$ cat src/rtl/is_pkg_uart_controller.sv
// Shared types and defaults for the UART controller family.
// Holds the receive FSM states, parity modes and the majority-vote helper.
package is_pkg_uart_controller;

  typedef enum logic [1:0] {
    PAR_NONE = 2'd0,
    PAR_EVEN = 2'd1,
    PAR_ODD  = 2'd2,
    PAR_RSVD = 2'd3
  } parity_mode_t;

  typedef enum logic [2:0] {
    IDLE    = 3'd0,
    START   = 3'd1,
    DATA    = 3'd2,
    PARITY  = 3'd3,
    STOP    = 3'd4,
    WAIT_HI = 3'd5
  } rx_state_t;

  localparam int OVS_DEF        = 16;
  localparam int FIFO_DEPTH_DEF = 16;

  function automatic logic maj3(input logic a, input logic b, input logic c);
    return (a & b) | (a & c) | (b & c);
  endfunction

endpackage

$ cat src/rtl/is_uart_sync_fifo.sv
// Show-ahead synchronous FIFO; a push while full is accepted only alongside a pop.
// Read data is forced to zero while empty so the head never shows stale contents.
module is_uart_sync_fifo #(
  parameter int WIDTH = 10,
  parameter int DEPTH = 16
) (
  input  logic                     clk,
  input  logic                     rst,
  input  logic                     push,
  input  logic [WIDTH-1:0]         wdata,
  input  logic                     pop,
  output logic [WIDTH-1:0]         rdata,
  output logic                     full,
  output logic                     empty,
  output logic [$clog2(DEPTH):0]   count
);

  localparam int PTR_W = $clog2(DEPTH);

  logic [WIDTH-1:0] mem_r [DEPTH];
  logic [PTR_W-1:0] wr_ptr_r;
  logic [PTR_W-1:0] rd_ptr_r;
  logic [PTR_W:0]   cnt_r;
  logic             wr_en_s;
  logic             rd_en_s;

  assign full    = (cnt_r == (PTR_W+1)'(DEPTH));
  assign empty   = (cnt_r == '0);
  assign count   = cnt_r;
  assign rd_en_s = pop & ~empty;
  assign wr_en_s = push & (~full | rd_en_s);
  assign rdata   = empty ? '0 : mem_r[rd_ptr_r];

  // Storage array; contents are only visible through a valid head.
  always_ff @(posedge clk) begin
    if (wr_en_s) begin
      mem_r[wr_ptr_r] <= wdata;
    end
  end

  // Pointers and occupancy.
  always_ff @(posedge clk) begin
    if (rst) begin
      wr_ptr_r <= '0;
      rd_ptr_r <= '0;
      cnt_r    <= '0;
    end else begin
      if (wr_en_s) wr_ptr_r <= wr_ptr_r + PTR_W'(1);
      if (rd_en_s) rd_ptr_r <= rd_ptr_r + PTR_W'(1);
      case ({wr_en_s, rd_en_s})
        2'b10:   cnt_r <= cnt_r + (PTR_W+1)'(1);
        2'b01:   cnt_r <= cnt_r - (PTR_W+1)'(1);
        default: cnt_r <= cnt_r;
      endcase
    end
  end

endmodule

$ cat src/rtl/is_uart_rx_core.sv
// Oversampling UART receiver with majority vote, runtime framing, break detection
// and a show-ahead RX FIFO of {par_err, frm_err, data} entries.
module is_uart_rx_core
  import is_pkg_uart_controller::*;
#(
  parameter int DATA_W      = 8,
  parameter int OVS         = OVS_DEF,
  parameter int DIV_W       = 16,
  parameter int FIFO_DEPTH  = FIFO_DEPTH_DEF,
  parameter int SYNC_STAGES = 2
) (
  input  logic                          clk_i,
  input  logic                          rst_i,
  input  logic [DIV_W-1:0]              baud_div_i,
  input  logic [1:0]                    parity_mode_i,
  input  logic                          stop2_i,
  input  logic                          rxd_i,
  input  logic                          rx_ready_i,
  input  logic                          clr_i,
  output logic                          rx_valid_o,
  output logic [DATA_W-1:0]             rx_data_o,
  output logic                          rx_frm_err_o,
  output logic                          rx_par_err_o,
  output logic                          break_o,
  output logic                          overrun_o,
  output logic [$clog2(FIFO_DEPTH):0]   fifo_cnt_o
);

  localparam int OS_W = $clog2(OVS);
  localparam int BC_W = $clog2(DATA_W);

  logic [SYNC_STAGES-1:0] sync_r;
  rx_state_t              state_r, state_s;
  logic [DIV_W-1:0]       div_r, tick_cnt_r;
  logic [OS_W-1:0]        os_cnt_r;
  logic [BC_W-1:0]        bit_cnt_r;
  logic [DATA_W-1:0]      shift_r;
  parity_mode_t           par_mode_r;
  logic                   stop2_r, smp0_r, smp1_r, par_err_r, frm_err_r;
  logic                   push_r, break_r, overrun_r;
  logic [DATA_W+1:0]      push_data_r, head_s;
  logic                   rxd_s, start_s, tick_s, bit_end_s, vote_tick_s, vote_s;
  logic                   frm_now_s, push_s, pop_s, fifo_full_s, fifo_empty_s;

  assign rxd_s       = sync_r[SYNC_STAGES-1];
  assign start_s     = (state_r == IDLE) & ~rxd_s;
  assign tick_s      = (state_r != IDLE) & (tick_cnt_r == div_r);
  assign bit_end_s   = tick_s & (os_cnt_r == OS_W'(OVS-1));
  assign vote_tick_s = tick_s & (os_cnt_r == OS_W'(OVS/2+1));
  assign vote_s      = maj3(smp0_r, smp1_r, rxd_s);
  assign frm_now_s   = frm_err_r | ~vote_s;

  // Line synchroniser, idles high.
  always_ff @(posedge clk_i) begin
    if (rst_i) sync_r <= '1;
    else       sync_r <= {sync_r[SYNC_STAGES-2:0], rxd_i};
  end

  // Baud tick and oversample position, restarted on each start edge.
  always_ff @(posedge clk_i) begin
    if (rst_i || start_s || state_r == IDLE) begin
      tick_cnt_r <= '0;
      os_cnt_r   <= '0;
    end else if (tick_s) begin
      tick_cnt_r <= '0;
      os_cnt_r   <= bit_end_s ? '0 : os_cnt_r + OS_W'(1);
    end else begin
      tick_cnt_r <= tick_cnt_r + DIV_W'(1);
    end
  end

  // The first two of the three mid-bit samples; the third is the live line.
  always_ff @(posedge clk_i) begin
    if (rst_i) begin
      smp0_r <= 1'b1;
      smp1_r <= 1'b1;
    end else begin
      if (tick_s && os_cnt_r == OS_W'(OVS/2-1)) smp0_r <= rxd_s;
      if (tick_s && os_cnt_r == OS_W'(OVS/2))   smp1_r <= rxd_s;
    end
  end

  // FSM state register.
  always_ff @(posedge clk_i) begin
    if (rst_i) state_r <= IDLE;
    else       state_r <= state_s;
  end

  // Next state; the frame is handed off at the vote of its last stop bit.
  always_comb begin
    state_s = state_r;
    push_s  = 1'b0;
    case (state_r)
      IDLE:    if (!rxd_s) state_s = START; else state_s = IDLE;
      START: begin
        if (vote_tick_s && vote_s) state_s = IDLE;
        else if (bit_end_s)        state_s = DATA;
        else                       state_s = START;
      end
      DATA: begin
        if (bit_end_s && bit_cnt_r == BC_W'(DATA_W-1))
          state_s = (par_mode_r == PAR_EVEN || par_mode_r == PAR_ODD) ? PARITY : STOP;
        else
          state_s = DATA;
      end
      PARITY:  if (bit_end_s) state_s = STOP; else state_s = PARITY;
      STOP: begin
        if (vote_tick_s && (!stop2_r || bit_cnt_r == BC_W'(1))) begin
          push_s  = 1'b1;
          state_s = rxd_s ? IDLE : WAIT_HI;
        end else begin
          state_s = STOP;
        end
      end
      WAIT_HI: if (rxd_s) state_s = IDLE; else state_s = WAIT_HI;
      default: state_s = IDLE;
    endcase
  end

  // Frame datapath: mode latch, shifter, bit counter and error flags.
  always_ff @(posedge clk_i) begin
    if (rst_i) begin
      div_r      <= '0;
      par_mode_r <= PAR_NONE;
      stop2_r    <= 1'b0;
      shift_r    <= '0;
      bit_cnt_r  <= '0;
      par_err_r  <= 1'b0;
      frm_err_r  <= 1'b0;
    end else if (start_s) begin
      div_r      <= baud_div_i;
      par_mode_r <= parity_mode_t'(parity_mode_i);
      stop2_r    <= stop2_i;
      bit_cnt_r  <= '0;
      par_err_r  <= 1'b0;
      frm_err_r  <= 1'b0;
    end else begin
      if (vote_tick_s && state_r == DATA)   shift_r   <= {vote_s, shift_r[DATA_W-1:1]};
      if (vote_tick_s && state_r == PARITY) par_err_r <= (^shift_r) ^ vote_s ^ (par_mode_r == PAR_ODD);
      if (vote_tick_s && state_r == STOP)   frm_err_r <= frm_now_s;
      // Counter restarts whenever a bit boundary also changes state.
      if (bit_end_s) bit_cnt_r <= (state_s != state_r) ? '0 : bit_cnt_r + BC_W'(1);
    end
  end

  // Registered hand-off into the FIFO, with the break flag aligned to it.
  always_ff @(posedge clk_i) begin
    if (rst_i) begin
      push_r      <= 1'b0;
      push_data_r <= '0;
      break_r     <= 1'b0;
    end else begin
      push_r  <= push_s;
      break_r <= push_s & frm_now_s & (shift_r == '0);
      if (push_s) push_data_r <= {par_err_r, frm_now_s, shift_r};
    end
  end

  assign pop_s = ~fifo_empty_s & rx_ready_i;

  // Sticky overrun; a new drop outranks a clear in the same cycle.
  always_ff @(posedge clk_i) begin
    if (rst_i)                               overrun_r <= 1'b0;
    else if (push_r && fifo_full_s && !pop_s) overrun_r <= 1'b1;
    else if (clr_i)                          overrun_r <= 1'b0;
    else                                     overrun_r <= overrun_r;
  end

  is_uart_sync_fifo #(
    .WIDTH (DATA_W+2),
    .DEPTH (FIFO_DEPTH)
  ) u_fifo (
    .clk   (clk_i),
    .rst   (rst_i),
    .push  (push_r),
    .wdata (push_data_r),
    .pop   (pop_s),
    .rdata (head_s),
    .full  (fifo_full_s),
    .empty (fifo_empty_s),
    .count (fifo_cnt_o)
  );

  assign rx_valid_o   = ~fifo_empty_s;
  assign rx_data_o    = head_s[DATA_W-1:0];
  assign rx_frm_err_o = head_s[DATA_W];
  assign rx_par_err_o = head_s[DATA_W+1];
  assign break_o      = break_r;
  assign overrun_o    = overrun_r;

endmodule
$ cat config.mk
export PLATFORM = sky130hd
export DESIGN_NAME = is_uart_rx_core
export DESIGN_NICKNAME = d
export VERILOG_FILES = /design/src/rtl/is_pkg_uart_controller.sv /design/src/rtl/is_uart_sync_fifo.sv /design/src/rtl/is_uart_rx_core.sv
export SDC_FILE = /design/constraint.sdc
export NUM_CORES = 1
export LEC_CHECK = 0
export CAP_MARGIN = 40
export CORE_MARGIN = 3
export CORE_UTILIZATION = 25
export DETAILED_ROUTE_END_ITERATION = 10
export PLACE_DENSITY = 0.38
export RECOVER_POWER = 50
export REMOVE_ABC_BUFFERS = 1
export SYNTH_ARGS = -nofsm -noshare
export SYNTH_HDL_FRONTEND = slang
export SYNTH_SLANG_ARGS = --single-unit
$ cat constraint.sdc
create_clock -name clk_i -period 7.9 [get_ports clk_i]
set_input_delay 1.58 -clock clk_i [delete_from_list [all_inputs] [get_ports clk_i]]
set_output_delay 1.58 -clock clk_i [all_outputs]
set_load 0.02 [all_outputs]
==> impl_metrics.py <==
metrics = {
    "run_status": {
        "run_status": "finished with violations",
        "violations": "max-capacitance violations, max-slew violations",
    },
    "logic_synthesis": {
        "yosys.cell_types.count": 52,
        "syn_area_um2": 10400,
        "yosysSeqAreaShare_pct": 63.1,
        "synth_cells": 740,
        "yosys_warnings": 0,
        "synth_flop_cell": "edfxtp_1",
        "synth_edf_count": 160,
        "async_flop_share_pct": 0,
        "ys_ff_latch": 249,
        "synth_area_per_cell_um2": 14.1,
    },
    "floorplan": {
        "die-area_um2": 44200,
        "core_um2": 41000,
        "fp-row-count": 74,
        "boundaryPins": 42,
        "die-width_um": 210,
        "start_util_pct": 25.4,
        "dieHeight_um": 210,
    },
    "sta": {
        "hold_violations": 0,
        "finalSetupViolCount": 0,
        "relSlewSlack_pct": -104,
        "fin_crit_sh_pct": 61.1,
        "tns_ns": 0,
        "drv_slew": 70,
        "hold_ws_ns": 0.411,
        "rsz0062_at_grt": "false",
        "min_period_ns": 4.83,
        "clock_skew_ns": 0.00757,
        "fmax_ghz": 0.207,
        "tightestPinTransition_ns": 3.06,
        "timing.final.ws_setup_ns": 3.07,
    },
    "worst_setup_path": {
        "crit_fanout": 23,
        "worst_setup_path_start_kind": "flop",
        "worst-r2r-cell-count": 11,
        "cp.required_ns": 6.32,
        "cp-end-kind": "output port",
        "crit_arrival_ns": 3.25,
        "critPathKind": "reg2out",
    },
    "placed_design": {
        "port_buffers": 41,
        "placed_cell_area_um2": 11600,
        "place_congestion": 0.714,
        "dp_hpwl_um": 15300,
        "post-place-ws_ns": 3.36,
    },
    "final_layout": {
        "n_antenna_cell": 0,
        "stdcell_area_um2": 12500,
        "layout_common_cells": "edfxtp_1, dfxtp_1, nand2_1",
        "final_common_cell": "edfxtp_1",
        "nFillCells": 4105,
        "area.growth.synth_to_final_pct": 19.8,
        "num-nets-final": 845,
        "layout-drive-gt1-share_pct": 16.9,
    },
    "global_routing": {
        "overflow": 0,
        "grt_pass1_vias": 6024,
        "grt_util_all_layers_pct": 10.7,
        "grt_pass1_wl_um": 36600,
        "antenna_found_initial": 0,
        "grt_max_degree": 70,
    },
    "drt": {
        "drt_pre_antenna_iters": 5,
        "drtIter0Drc": 295,
        "drc": 0,
        "drt-total-wl_um": 23500,
        "wire_per_inst_um": 17.4,
        "vias": 5842,
        "antenna_left": 0,
        "via_per_inst": 4.31,
    },
    "run": {
        "max-cap-violations": 1,
    },
    "clocking": {
        "cts-buffers-inserted": 30,
        "clk_latency_ns": 0.55,
        "cts.clk_slew.worst_paths_ns": 0.06,
        "cts_repair_resize_count": 0,
        "postCtsHoldBufs": 0,
        "cts_root_buf": "clkbuf_16",
        "clkSinkCount": 249,
        "tritoncts": "yes",
        "cts_max_level": 1,
        "clk_path_buf_depth": 3,
        "cts_setup_buffers": 0,
    },
    "hold_path": {
        "hold_class": "reg2reg",
        "holdPathStages": 1,
    },
    "pwr": {
        "irDropWorstVdd_mv": 0.110,
        "leakagePower_nw": 4.50,
        "powerDensity_nw_per_um2": 216,
        "power.total_w": 0.00270,
    },
}
cells by family after synthesis:
group / Yosys count / synth area share, %
buffers and inverters: 61 / 2.36
AND/OR/NAND/NOR: 234 / 11.7
AO/OA/AOI/OAI: 55 / 3.18
adder cells (fa/ha/maj): 23 / 2.81
flip-flops: 249 / 63.1
XOR/XNOR: 43 / 3.61
multiplexers: 75 / 13.2
Yosys cell counts, drive strengths merged, types with 2 or more instances:
cell	count	area share [%]
a31oi	2	0.12
a21o	5	0.36
nand4	13	0.84
dfxtp	89	17
and3	6	0.36
or3b	3	0.25
inv	25	0.90
buf	10	0.53
nand3b	3	0.22
ha	21	2.5
xor2	29	2.4
a21oi	32	1.5
o31ai	3	0.22
nand2b	27	1.6
nor2b	4	0.24
nand2	63	2.3
nor3	15	0.83
clkbuf	26	0.94
nor2	55	2.0
mux4	50	11
o21ai	4	0.19
xnor2	14	1.2
nor4b	2	0.17
nor4	9	0.83
and2	13	0.79
or2	5	0.30
or4	5	0.41
nand3	9	0.43
mux2i	25	2.4
edfxtp	160	46
per-stage QoR:
stage          util [%]  std cells
3_5_place_dp       28.3       1299
3_3_place_gp       28.0       1291
4_1_cts            30.5       1355
2_1_floorplan         -        704
6_report           30.5       1355
5_1_grt            30.5       1355
critical path: stages (launching register included):
cell and delay (ns):
dfxtp_2 0.31, buf_4 0.35, buf_12 0.27, mux4_2 0.56, mux4_2 0.49, and2_1 0.17
clkdlybuf4s50_1 0.53
layer usage:
| metal | track usage (%) | vias up | wire [µm] |
|---|---|---|---|
| met5 | 0 | - | 0 |
| met4 | 2.84 | 0 | 498 |
| met3 | 1.83 | 34 | 823 |
| met2 | 17.2 | 78 | 10900 |
| met1 | 15.0 | 2869 | 11300 |
| li1 | - | 2861 | - |
flip-flops by register name, summed over array words and instances (netlist names), 3 cells and up, named ones only:
name	count
u_fifo.wr_ptr_r	4
u_fifo.rd_ptr_r	4
state_r	3
shift_r	8
bit_cnt_r	3
div_r	16
tick_cnt_r	16
os_cnt_r	4
u_fifo.count	5
push_data_r	10
u_fifo.mem_r	160
power by group:
group	switching, W	total, W	internal (W)
registers	0.00000307	0.00138	0.00137
logic	0.0000279	0.0000500	0.0000221
clock network	0.000527	0.00127	0.000746
total	0.000558	0.00270	0.00214
path summary, 6_finish.rpt:
check / end / slack [ns] / startpoint
setup / recovery: rx_data_o[5] / 3.07 / flop
hold / removal: sync_r[1] / 0.41 / sync_r[0]
setup reg to reg: u_fifo.count[4] / 4.58 / u_fifo.count[0]
hold reg to reg: sync_r[1] / 0.41 / sync_r[0]
area by class of cell:
cell class	count	area, µm²	share of cell area, %
clock inverter	18	113	0.901
timing repair buffer	63	602	4.81
sequential	249	6590	52.7
clock buffer	38	802	6.41
tap	532	666	5.32
inverter	25	93.8	0.750
multi-input combinational	430	3640	29.1
Power figures use the tool's default switching activity.
